[config.mk]
export PLATFORM = sky130hd
export DESIGN_NAME = multicycle_core
export DESIGN_NICKNAME = d
export VERILOG_FILES = /design/src/rtl/core_pkg.sv /design/src/rtl/core_regfile.sv /design/src/rtl/multicycle_core.sv
export SDC_FILE = /design/constraint.sdc
export NUM_CORES = 1
export LEC_CHECK = 0
export CAP_MARGIN = 15
export CORE_ASPECT_RATIO = 0.8
export CORE_MARGIN = 3
export CORE_UTILIZATION = 50
export DETAILED_ROUTE_END_ITERATION = 8
export MAX_ROUTING_LAYER = met4
export PLACE_DENSITY_LB_ADDON = 0.1
export RECOVER_POWER = 50
export SLEW_MARGIN = 20
export SYNTH_ARGS = -nofsm -noshare
export SYNTH_HDL_FRONTEND = slang
export SYNTH_SLANG_ARGS = --single-unit
export TNS_END_PERCENT = 100
[constraint.sdc]
create_clock -name clk -period 3.6 [get_ports clk]
set_input_delay 0.36 -clock clk [delete_from_list [all_inputs] [get_ports clk]]
set_output_delay 0.36 -clock clk [all_outputs]
set_load 0.02 [all_outputs]
[src/rtl/core_pkg.sv]
// Shared encodings for the multicycle MIPS-subset core: opcodes, functs,
// ALU operation codes, FSM state codes and small decode helpers.
package core_pkg;

    localparam logic [5:0] OP_RTYPE = 6'b000000;
    localparam logic [5:0] OP_ADDI  = 6'b001000;
    localparam logic [5:0] OP_LW    = 6'b100011;
    localparam logic [5:0] OP_SW    = 6'b101011;
    localparam logic [5:0] OP_BEQ   = 6'b000100;
    localparam logic [5:0] OP_J     = 6'b000010;

    localparam logic [5:0] FN_ADD   = 6'b100000;
    localparam logic [5:0] FN_SUB   = 6'b100010;
    localparam logic [5:0] FN_AND   = 6'b100100;
    localparam logic [5:0] FN_OR    = 6'b100101;
    localparam logic [5:0] FN_SLT   = 6'b101010;

    typedef enum logic [2:0] {
        ALU_ADD = 3'd0,
        ALU_SUB = 3'd1,
        ALU_AND = 3'd2,
        ALU_OR  = 3'd3,
        ALU_SLT = 3'd4
    } alu_op_e;

    typedef enum logic [2:0] {
        ST_FETCH  = 3'd0,
        ST_DECODE = 3'd1,
        ST_EXEC   = 3'd2,
        ST_MEM    = 3'd3,
        ST_WB     = 3'd4,
        ST_HALT   = 3'd7
    } state_e;

    // True when the opcode (and funct for R-type) is one the core executes.
    function automatic logic instr_legal(input logic [5:0] op, input logic [5:0] funct);
        case (op)
            OP_RTYPE: return funct inside {FN_ADD, FN_SUB, FN_AND, FN_OR, FN_SLT};
            OP_ADDI, OP_LW, OP_SW, OP_BEQ, OP_J: return 1'b1;
            default: return 1'b0;
        endcase
    endfunction

    // ALU operation for an instruction; address and immediate forms all add.
    function automatic alu_op_e alu_sel(input logic [5:0] op, input logic [5:0] funct);
        if (op != OP_RTYPE) return ALU_ADD;
        case (funct)
            FN_SUB:  return ALU_SUB;
            FN_AND:  return ALU_AND;
            FN_OR:   return ALU_OR;
            FN_SLT:  return ALU_SLT;
            default: return ALU_ADD;
        endcase
    endfunction

endpackage

[src/rtl/core_regfile.sv]
// Register file: two operand read ports, one debug read port, one write
// port. r0 always reads zero and ignores writes.
module core_regfile
    import core_pkg::*;
#(
    parameter int DATA_W     = 8,
    parameter int REG_ADDR_W = 3
) (
    input  logic                  clk,
    input  logic                  rst,
    input  logic [REG_ADDR_W-1:0] ra_addr,
    output logic [DATA_W-1:0]     ra_data,
    input  logic [REG_ADDR_W-1:0] rb_addr,
    output logic [DATA_W-1:0]     rb_data,
    input  logic [REG_ADDR_W-1:0] dbg_addr,
    output logic [DATA_W-1:0]     dbg_data,
    input  logic                  we,
    input  logic [REG_ADDR_W-1:0] waddr,
    input  logic [DATA_W-1:0]     wdata
);

    localparam int NREGS = 1 << REG_ADDR_W;

    logic [NREGS-1:0][DATA_W-1:0] regs_q, regs_d;

    // Next register contents: apply the single write port, keep r0 at zero.
    always_comb begin
        regs_d = regs_q;
        if (we && (waddr != '0))
            regs_d[waddr] = wdata;
        regs_d[0] = '0;
    end

    // Register storage, cleared asynchronously.
    always_ff @(posedge clk or posedge rst) begin
        if (rst) regs_q <= '0;
        else     regs_q <= regs_d;
    end

    assign ra_data  = regs_q[ra_addr];
    assign rb_data  = regs_q[rb_addr];
    assign dbg_data = regs_q[dbg_addr];

endmodule

[src/rtl/multicycle_core.sv]
// Multicycle MIPS-subset core. One instruction walks FETCH/DECODE/EXEC
// and optionally MEM/WB over external synchronous ROM/RAM with one-cycle
// read latency. Supports free-run and single-step, halts on illegal opcodes.
module multicycle_core
    import core_pkg::*;
#(
    parameter int DATA_W     = 8,
    parameter int PC_W       = 8,
    parameter int REG_ADDR_W = 3
) (
    input  logic                  clk,
    input  logic                  rst,
    input  logic                  run_mode,
    input  logic                  step,
    output logic [PC_W-1:0]       imem_addr,
    input  logic [31:0]           imem_rdata,
    output logic [DATA_W-1:0]     dmem_addr,
    output logic [DATA_W-1:0]     dmem_wdata,
    output logic                  dmem_we,
    input  logic [DATA_W-1:0]     dmem_rdata,
    output logic                  halted,
    input  logic [REG_ADDR_W-1:0] dbg_reg_sel,
    output logic [DATA_W-1:0]     dbg_reg_data,
    output logic [PC_W-1:0]       dbg_pc,
    output logic [2:0]            dbg_state
);

    state_e              state_q, state_d;
    logic [PC_W-1:0]     pc_q, pc_d;
    logic [31:0]         ir_q, ir_d;
    logic [DATA_W-1:0]   a_q, a_d;
    logic [DATA_W-1:0]   b_q, b_d;
    logic [DATA_W-1:0]   alu_q, alu_d;
    logic                halted_q, halted_d;
    logic                step_prev_q, step_prev_d;
    logic                pending_q, pending_d;

    // Fields of the instruction arriving from the ROM (used in DECODE).
    logic [5:0]            op_in, fn_in;
    logic [REG_ADDR_W-1:0] rs_in, rt_in;
    assign op_in = imem_rdata[31:26];
    assign fn_in = imem_rdata[5:0];
    assign rs_in = imem_rdata[21 +: REG_ADDR_W];
    assign rt_in = imem_rdata[16 +: REG_ADDR_W];

    // Fields of the latched instruction (used in EXEC/MEM/WB).
    logic [5:0]            op_ir, fn_ir;
    logic [REG_ADDR_W-1:0] rt_ir, rd_ir;
    logic [DATA_W-1:0]     imm_data;
    logic [PC_W-1:0]       imm_pc;
    assign op_ir    = ir_q[31:26];
    assign fn_ir    = ir_q[5:0];
    assign rt_ir    = ir_q[16 +: REG_ADDR_W];
    assign rd_ir    = ir_q[11 +: REG_ADDR_W];
    assign imm_data = DATA_W'($signed(ir_q[15:0]));
    assign imm_pc   = PC_W'($signed(ir_q[15:0]));

    // Encoding bits the subset ignores (shamt, truncated register bits).
    logic unused_bits;
    assign unused_bits = ^{ir_q, imem_rdata};

    logic [DATA_W-1:0]     ra_data, rb_data;
    logic                  rf_we;
    logic [REG_ADDR_W-1:0] rf_waddr;
    logic [DATA_W-1:0]     rf_wdata;
    logic                  step_rise;

    assign step_rise = step & ~step_prev_q;
    assign rf_waddr  = (op_ir == OP_RTYPE) ? rd_ir : rt_ir;

    core_regfile #(
        .DATA_W     (DATA_W),
        .REG_ADDR_W (REG_ADDR_W)
    ) u_regfile (
        .clk      (clk),
        .rst      (rst),
        .ra_addr  (rs_in),
        .ra_data  (ra_data),
        .rb_addr  (rt_in),
        .rb_data  (rb_data),
        .dbg_addr (dbg_reg_sel),
        .dbg_data (dbg_reg_data),
        .we       (rf_we),
        .waddr    (rf_waddr),
        .wdata    (rf_wdata)
    );

    alu_op_e           alu_op;
    logic [DATA_W-1:0] alu_b;
    logic [DATA_W-1:0] alu_res;

    assign alu_op = alu_sel(op_ir, fn_ir);
    assign alu_b  = (op_ir == OP_RTYPE) ? b_q : imm_data;

    // ALU: second operand is B for R-type, sign-extended immediate otherwise.
    always_comb begin
        alu_res = a_q + alu_b;
        case (alu_op)
            ALU_SUB: alu_res = a_q - alu_b;
            ALU_AND: alu_res = a_q & alu_b;
            ALU_OR:  alu_res = a_q | alu_b;
            ALU_SLT: alu_res = ($signed(a_q) < $signed(alu_b)) ? DATA_W'(1) : '0;
            default: ;
        endcase
    end

    // Next-state and datapath updates for the instruction sequencer.
    always_comb begin
        state_d     = state_q;
        pc_d        = pc_q;
        ir_d        = ir_q;
        a_d         = a_q;
        b_d         = b_q;
        alu_d       = alu_q;
        halted_d    = halted_q;
        step_prev_d = step;
        pending_d   = pending_q | step_rise;
        rf_we       = 1'b0;
        rf_wdata    = alu_q;
        dmem_we     = 1'b0;

        case (state_q)
            ST_FETCH: begin
                // Leaving FETCH consumes the pending step; an edge seen in
                // this same cycle is kept for the next instruction.
                if (run_mode || pending_q) begin
                    state_d   = ST_DECODE;
                    pending_d = step_rise;
                end
            end
            ST_DECODE: begin
                ir_d = imem_rdata;
                a_d  = ra_data;
                b_d  = rb_data;
                pc_d = pc_q + 1'b1;
                if (instr_legal(op_in, fn_in)) begin
                    state_d = ST_EXEC;
                end else begin
                    state_d  = ST_HALT;
                    halted_d = 1'b1;
                end
            end
            ST_EXEC: begin
                alu_d = alu_res;
                case (op_ir)
                    OP_BEQ: begin
                        // PC already points past the branch.
                        if (a_q == b_q) pc_d = pc_q + imm_pc;
                        state_d = ST_FETCH;
                    end
                    OP_J: begin
                        pc_d    = ir_q[PC_W-1:0];
                        state_d = ST_FETCH;
                    end
                    OP_LW, OP_SW: state_d = ST_MEM;
                    default:      state_d = ST_WB;
                endcase
            end
            ST_MEM: begin
                if (op_ir == OP_SW) begin
                    dmem_we = 1'b1;
                    state_d = ST_FETCH;
                end else begin
                    state_d = ST_WB;
                end
            end
            ST_WB: begin
                rf_we    = 1'b1;
                rf_wdata = (op_ir == OP_LW) ? dmem_rdata : alu_q;
                state_d  = ST_FETCH;
            end
            ST_HALT: ;
            default: state_d = ST_FETCH;
        endcase
    end

    // Sequencer and datapath registers, all cleared asynchronously.
    always_ff @(posedge clk or posedge rst) begin
        if (rst) begin
            state_q     <= ST_FETCH;
            pc_q        <= '0;
            ir_q        <= '0;
            a_q         <= '0;
            b_q         <= '0;
            alu_q       <= '0;
            halted_q    <= 1'b0;
            step_prev_q <= 1'b0;
            pending_q   <= 1'b0;
        end else begin
            state_q     <= state_d;
            pc_q        <= pc_d;
            ir_q        <= ir_d;
            a_q         <= a_d;
            b_q         <= b_d;
            alu_q       <= alu_d;
            halted_q    <= halted_d;
            step_prev_q <= step_prev_d;
            pending_q   <= pending_d;
        end
    end

    assign imem_addr  = pc_q;
    assign dmem_addr  = alu_q;
    assign dmem_wdata = b_q;
    assign halted     = halted_q;
    assign dbg_pc     = pc_q;
    assign dbg_state  = state_q;

endmodule

* Yosys cells after proc, flatten, opt, wreduce, memory -nomap -nowiden
Index checks and enable logic that the tools add are counted.
Operators by class: add/subtract/negate cells 4, magnitude comparators 6, reduce and logical (&&, ||, !) cells 16, equal/unequal tests 31, bitwise operators 7, mux-type cells 34
Operators by type and width (count):
- $eq A6 B6 Y1 const B | 13
- $bmux W8 S3 | 3
- $bwmux W64 | 1
- $mux W8 | 8
- $pmux W8 S2 | 2
- $pmux W8 S4 | 1
- $demux W8 S3 | 1
- $mux W3 | 6
- $add A8 B8 Y8 | 2
- $lt A3 B4 Y1 const B | 4
- $pmux W3 S5 | 1
- $eq A3 B2 Y1 const B | 4
- $eq A6 B2 Y1 const B | 2
- $eq A6 B3 Y1 const B | 2
- $logic_not A6 Y1 | 2
- $pmux W3 S4 | 1
- $eq A3 B3 Y1 const B | 3
- $add A8 B1 Y8 const B | 1
- $and A8 B8 Y8 | 1
- $eq A8 B8 Y1 | 1
- $lt A8 B8 Y1 | 1
- $mux W1 | 8
- $or A8 B8 Y8 | 1
- $sub A8 B8 Y8 | 1
- other kinds (21) | 28
Storage, ports and cells: bits of input ports 47, flip-flop bits (word level) 126, word-level logic and storage cells 114, output and inout port bits 45

* Depth between registers and ports, before layout
Gate-level depths: netlist (run 1).
depth after elaboration 7, depth in mapped cells 14, gate-level depth less buffers 12

* Cells and area by module
From an unflattened synthesis (run 1), not the netlist that was laid out.
Second synthesis, totals: cell total of the unflattened synthesis 796, area total of the unflattened synthesis 8013.9 µm²
Modules (own cells, without submodules):
- multicycle_core | cells an instance 514, area an instance 4291.6 µm², times used 1
- core_regfile | cells an instance 282, area an instance 3722.3 µm², times used 1

* Worst setup path after synthesis (run 1)
Ideal clock, no wire load.
path kind flip-flop to flip-flop, start point register ir_q[31], end point register alu_q[6] (netlist: dmem_addr[6]), arrival 2926 ps, setup slack 550 ps, period minus slack after synthesis 3050 ps, buffers on the path 1, stages on the path, launching flop included 14, path through dfrtp_1 -> nor4_4 -> nand2_2 -> buf_2 -> mux2_2 -> ha_1 -> fa_1 -> a21oi_1 -> nor2_1 -> nor2_1 -> o21ai_0 -> xnor2_1 -> a22oi_1 -> a21oi_1
Between the ends: cells in the longest elaborated chain, start to end 5, elaborated cells on any way between the ends 14, those cells by class 2 x add/sub; 4 x eq/ne; 4 x mux; 2 x bitwise; 2 x reduce/logical
Ends and longest elaborated chain:
- start, declared | RTL line multicycle_core.sv:30 | logic [31:0] ir_q, ir_d;
- start signal, assigned | RTL line multicycle_core.sv:192 | ir_q <= ir_d;
- parallel branches: the longest is 4 deep, another holds $add A8 B8 Y8
- $pmux W8 S4 (*) | RTL line multicycle_core.sv:98 | case (alu_op)
- end signal, assigned | RTL line multicycle_core.sv:195 | alu_q <= alu_d;
- end, declared | RTL line multicycle_core.sv:33 | logic [DATA_W-1:0] alu_q, alu_d;
Every way passes the cells marked *. A chain may end at the register's enable or synchronous reset.

* Worst setup path in the final report (run 1)
start point register ir_q[29], end point register alu_q[7] (netlist: dmem_addr[7])
Same word-level chain as after synthesis.

==> impl_metrics.ini, run 1 <==
[run_status]
status = complete, but fails checks
violations = max-capacitance violations, max-slew violations

[sta]
tns_ps = 0
worstMarginPinSlew_ps = 1860
min_period_ps = 3140
rsz0062_at_grt = no
timing.final.ws_setup_ps = 462
drv_slew = 94
fin_crit_sh_pct = 87.2
relSlewSlack_pct = -23.7
finalHoldViolations = 0
clock.fmax_mhz = 319
setup_viol = 0
skew_ps = 7.49

[routing]
drc = 0
drtPass1Iterations = 5
ant_nets = 0
drt_iter0_drc = 710
vias_per_cell = 6.11
wire_per_inst_um = 20.0
vias = 6791
drt-total-wl_um = 22300

[layout]
fillers = 1187
antenna_cells = 0
mostFrequentLayoutCells = nand2_1 (121), dfrtp_1 (114), nor2_1 (89)
nets = 994
area_delta_synth_final_pct = 21.3
utilization_pct = 63.1
final_common_cell = nand2_1
stdcell_count = 1112
drive_above_1_share_pct = 13.8

[critical_path]
reg2regPathDepth = 12
start_kind = register
setup.worst_path.end = dmem_addr[7]$_DFFE_PP0P_
end_kind = register
reg2reg_setup_slack_ps = 460
worstReg2RegStart = ir_q[29]$_DFFE_PP0P_
path_class = register to register
r2r-end = dmem_addr[7]$_DFFE_PP0P_
worstPathMaxFanout = 8
crit_start = ir_q[29]$_DFFE_PP0P_
worstPathArrival_ps = 3500
critPathRequiredTime_ps = 3960

[logic_synthesis]
synthMuxAreaShare_pct = 13.8
ys_seq_area_share_pct = 37.6
yosys.area.top_type = dfrtp_1
synthAdderAreaFrac_pct = 5.70
syn_nets = 923
async_flop_share_pct = 100
synth_area_leaders = dfrtp_1 (38%), mux4_2 (7.1%), nand2_1 (6.0%)
synth_flop_cell = dfrtp_1
synth-edff-count = 0
synthSimpleGateAreaFrac_pct = 16.3
ys_types = 71
ys_seq_elements = 114
syn_inst = 844
synth_top_family_by_area = compound AO/OA/AOI/OAI gates
synth-xor-area-share_pct = 2.42
syn_area_um2 = 7590
synth-compound-area-share_pct = 18.7
yosys_warnings = 0
avgSynthCellArea_um2 = 9.00
synth_top_area_share_pct = 37.6

[clock_tree]
cts_max_path_buffers = 2
cts_made_buffers = 17
cts_tree = built
cts_hold_buf = 0
cts_root_buffer = clkbuf_16
cts_setup_buffers = 0
post_cts_resized = 0
cts.clk_slew.worst_paths_ps = 60
h-tree-depth = 4
insertion_delay_ps = 420
clock_sinks = 114

[placed_design]
post-place-ws_ps = 517
port_buffers = 82
place_hpwl_um = 16100
place.gp.congestion = 0.933
post-place-cells = 1080

[run]
maxCapViolCount = 3

[floorplanning]
dieArea_um2 = 16700
core-area_um2 = 14600
ioPinCount = 92
die_x_um = 144
die_y_um = 116
initial_utilization_pct = 52.1
rows = 39

[grt]
grt_pass1_vias = 6514
grt_usage_pct = 28.6
grt_pass1_wl_um = 35500
grt_antenna_before_repair = 0
grt_max_degree = 36
grt_overflow = 0

[worst_hold_path]
hold_path.class = register to register
holdCritStartpoint = step_prev_q$_DFF_PP0_

[pwr]
p_per_area_nw_per_um2 = 1020
p_leak_nw = 3.87
ir_drop_v = 0.000635
## kinds of logic after synthesis
group | after synthesis
and+or+nand+nor | 276
AOI/OAI and AO/OA | 232
DFF | 114
buffers and inverters | 97
muxes | 71
adders and majority gates | 33
xor gates and xnor gates | 21
## where the power goes
part / leakage, nW / internal (mW) / switching [mW]
registers: 1.30 / 1.90 / 0.836
logic: 2.29 / 2.21 / 2.60
clock network: 0.290 / 1.22 / 0.629
## stage by stage
step / instance area [µm²] / power (mW) / hold slack [ps]
floorplan: 7590 / 5.98 / 391
global placement: 8590 / 7.29 / 414
detailed placement: 8590 / 7.48 / 446
CTS: 9230 / 9.37 / 282
global route: 9210 / 10.1 / 462
finish: 9210 / 9.40 / 437
## cell usage after synthesis (all sizes together), types with 5 or more instances
master  count
nand2     122
dfrtp     114
nor2       91
a21oi      83
o21ai      64
inv        40
clkbuf     35
mux2       31
ha         29
mux4       24
buf        22
xnor2      17
a22oi      16
mux2i      16
nor3       11
a221oi     10
nor2b       9
a211oi      8
a31oi       7
nand3       7
nor3b       6
o31ai       6
and3        5
nand2b      5
## registers in the layout (all words and copies together) (netlist names)
register	cells
dmem_wdata	8
dbg_pc	8
ir_q	20
u_regfile.regs_q	56
dmem_addr	8
halted	1
step_prev_q	1
dbg_state	3
a_q	8
pending_q	1
## worst max-delay path, cell delays in order (launching register included)
cell	delay, ps
dfrtp_1	460
nor4_4	320
nand2_2	210
mux2_2	360
inv_1	120
ha_1	260
o21ba_2	230
nor3_1	210
o31ai_1	100
o21ba_2	210
xnor2_1	140
o311ai_1	290
a22o_1	170
## worst min path at each step
stage                                                   to  slack [ps]  cells after the start
after global placement                 pending_q$_DFF_PP0_         410                      1
after floorplan                      step_prev_q$_DFF_PP0_         390                      0
final                                  pending_q$_DFF_PP0_         440                      1
after detailed placement               pending_q$_DFF_PP0_         450                      1
after CTS                 u_regfile.regs_q[21]$_DFFE_PP0P_         280                      2
after global routing                   pending_q$_DFF_PP0_         460                      1
## layout make-up
class | count | area [µm²] | share of cell area [%]
multi-input combinational | 633 | 4320 | 46.9
tap | 184 | 230 | 2.50
clock inverter | 14 | 213 | 2.31
inverter | 40 | 151 | 1.64
sequential | 114 | 2850 | 31.0
clock buffer | 18 | 429 | 4.66
timing repair buffer | 109 | 1010 | 11.0
## metal layers
metal / global-route usage (%) / wire (µm)
met1: 39.5 / 10100
met2: 41.5 / 9920
met3: 7.82 / 1920
met4: 8.59 / 363
met5: - / 0
(Power assumes the default switching activity.)
==> run 2: changes to the inputs <==
- CORE_ASPECT_RATIO: 0.8 -> 1.5
- CTS_BUF_LIST: unset -> sky130_fd_sc_hd__clkbuf_8
==> run 2 against run 1 <==
  * The flow still finishes with violations (max-capacitance violations, max-slew violations)
  * Maximum frequency grew 0.18%
  * Final area decreased by 2.2%
  * Via count fell by 2.2%
  * Critical endpoint unchanged
  * Highest routed layer unchanged
  * Utilization decreased by 2.0 points
  * Sequential cell count unchanged
  * Global-route usage decreased by 0.71 points
  * Register-to-register slack is essentially flat
==> impl_metrics.ini, run 2 (synthesis results as in run 1) <==
[layout]
mostFrequentLayoutCells = nand2_1 (121), dfrtp_1 (114), nor2_1 (89)
final_common_cell = nand2_1
regMostFlops = u_regfile.regs_q
largest_register_ffs = 56
area_delta_synth_final_pct = 18.6
nets = 991
reg_top3 = u_regfile.regs_q (56), ir_q (20)
antenna_cells = 0
drive_above_1_share_pct = 13.8

[worst_hold_path]
hold_path.class = register to register

[critical_path]
path_class = register to register
start_kind = register
end_kind = register
worstPathMaxFanout = 9
critPathRequiredTime_ps = 3970
worstPathArrival_ps = 3500

[sta]
drv_slew = 51
fin_crit_sh_pct = 87.0
timing.final.ws_setup_ps = 467
min_period_ps = 3130
skew_ps = 14.9
worstMarginPinSlew_ps = 2430
tns_ps = 0
relSlewSlack_pct = -63.0
setup_viol = 0
clock.fmax_mhz = 319
rsz0062_at_grt = no
finalHoldViolations = 0

[clock_tree]
cts_setup_buffers = 0
cts_made_buffers = 17
cts_max_path_buffers = 2
h-tree-depth = 4
post_cts_resized = 0
cts_root_buffer = clkbuf_8
clock_sinks = 114
insertion_delay_ps = 430
cts.clk_slew.worst_paths_ps = 80
cts_hold_buf = 0
cts_tree = built

[floorplanning]
ioPinCount = 92
core-area_um2 = 14700
initial_utilization_pct = 51.6
die_x_um = 107
dieArea_um2 = 16700
die_y_um = 157
rows = 54

[routing]
vias = 6643
vias_per_cell = 5.93
drt-total-wl_um = 21900
drt_iter0_drc = 309
ant_nets = 0
wire_per_inst_um = 19.5
drtPass1Iterations = 5
drc = 0

[placed_design]
post-place-ws_ps = 459
port_buffers = 82
place_hpwl_um = 16400
place.gp.congestion = 0.942

[pwr]
comb_power_share_pct = 54.1
power.share.sequential_pct = 31.0
ir_drop_v = 0.000383
p_per_area_nw_per_um2 = 970
p_leak_nw = 3.79
clock_power_share_pct = 14.8
swShare_pct = 45.0
power.internal_mw = 4.81
netSwitchingPower_mw = 3.93

[run_status]
status = complete, but fails checks
violations = max-capacitance violations, max-slew violations

[grt]
grt_pass1_wl_um = 35400
grt_max_degree = 52
grt_antenna_before_repair = 0
grt_pass1_vias = 6705
grt_overflow = 0
grt_usage_pct = 27.9

[run]
maxCapViolCount = 1
run 2: cell types whose count changed in the layout (fill, tap and decap cells not counted), sizes merged, moves of 2 or more:
| cell | previous run | this run |
|---|---|---|
| clkinvlp | 8 | 3 |
| inv | 39 | 43 |
| clkinv | 2 | 5 |
| bufinv | 5 | 3 |
| clkbuf | 21 | 19 |
| clkdlybuf4s50 | 74 | 72 |
| dlygate4sd3 | 8 | 10 |
run 2: layout make-up:
| class | instances | area, µm² |
|---|---|---|
| Clock buffer | 18 | 248 |
| Clock inverter | 14 | 176 |
| Fill cell | 1355 | 5730 |
| Inverter | 40 | 151 |
| Multi-Input combinational cell | 633 | 4320 |
| Sequential cell | 114 | 2850 |
| Tap cell | 196 | 245 |
| Timing Repair Buffer | 106 | 1010 |
run 2: metal layers:
metal	wire length, µm	global-route usage [%]	part of all wire [%]
met5	0	-	0
met4	757	12.4	3.5
met3	1170	3.94	5.3
met2	11600	49.1	53
met1	8380	31.4	38
run 2: final timing paths:
check	slack (ps)	end	start	depth (start not counted)
min in group asynchronous	1040	ir_q[11]$_DFFE_PP0P_	rst	2
min	430	pending_q$_DFF_PP0_	step_prev_q$_DFF_PP0_	1
max reg2reg	470	dmem_addr[7]$_DFFE_PP0P_	ir_q[29]$_DFFE_PP0P_	12
max	470	dmem_addr[7]$_DFFE_PP0P_	ir_q[29]$_DFFE_PP0P_	12
min reg2reg	430	pending_q$_DFF_PP0_	step_prev_q$_DFF_PP0_	1
max in group asynchronous	730	ir_q[26]$_DFFE_PP0P_	rst	3
run 2: stage by stage:
stage / power (mW) / utilization (%) / cell area [µm²] / hold WS [ps] / cells
global route: 9.44 / 61.1 / 9000 / 437 / 1121
detailed placement: 7.44 / 58.3 / 8590 / 425 / 1089
floorplan: 5.98 / - / 7590 / 391 / 844
finish: 8.73 / 61.1 / 9000 / 428 / 1121
global placement: 7.25 / 58.3 / 8590 / 411 / 1089
CTS: 8.77 / 61.2 / 9020 / 380 / 1121
run 2: worst max-delay path, cell delays in order (launching register included):
cell	delay, ps
dfrtp_1	460
nor4_4	340
nand2_2	240
mux2_2	360
inv_1	120
ha_1	270
o21ba_2	230
nor3_1	220
o31ai_1	100
o21ba_2	210
xnor2_1	120
o311ai_1	240
a22o_1	170
run 2: power by group through the flow:
stage / Combinational [mW] / Sequential [mW] / Clock [mW]
2_1_floorplan: 3.38 / 2.59 / 0
3_5_place_dp: 4.72 / 2.73 / 0
4_1_cts: 4.75 / 2.70 / 1.32
6_report: 4.73 / 2.71 / 1.30
5_1_grt: 5.25 / 2.81 / 1.39
3_3_place_gp: 4.58 / 2.67 / 0
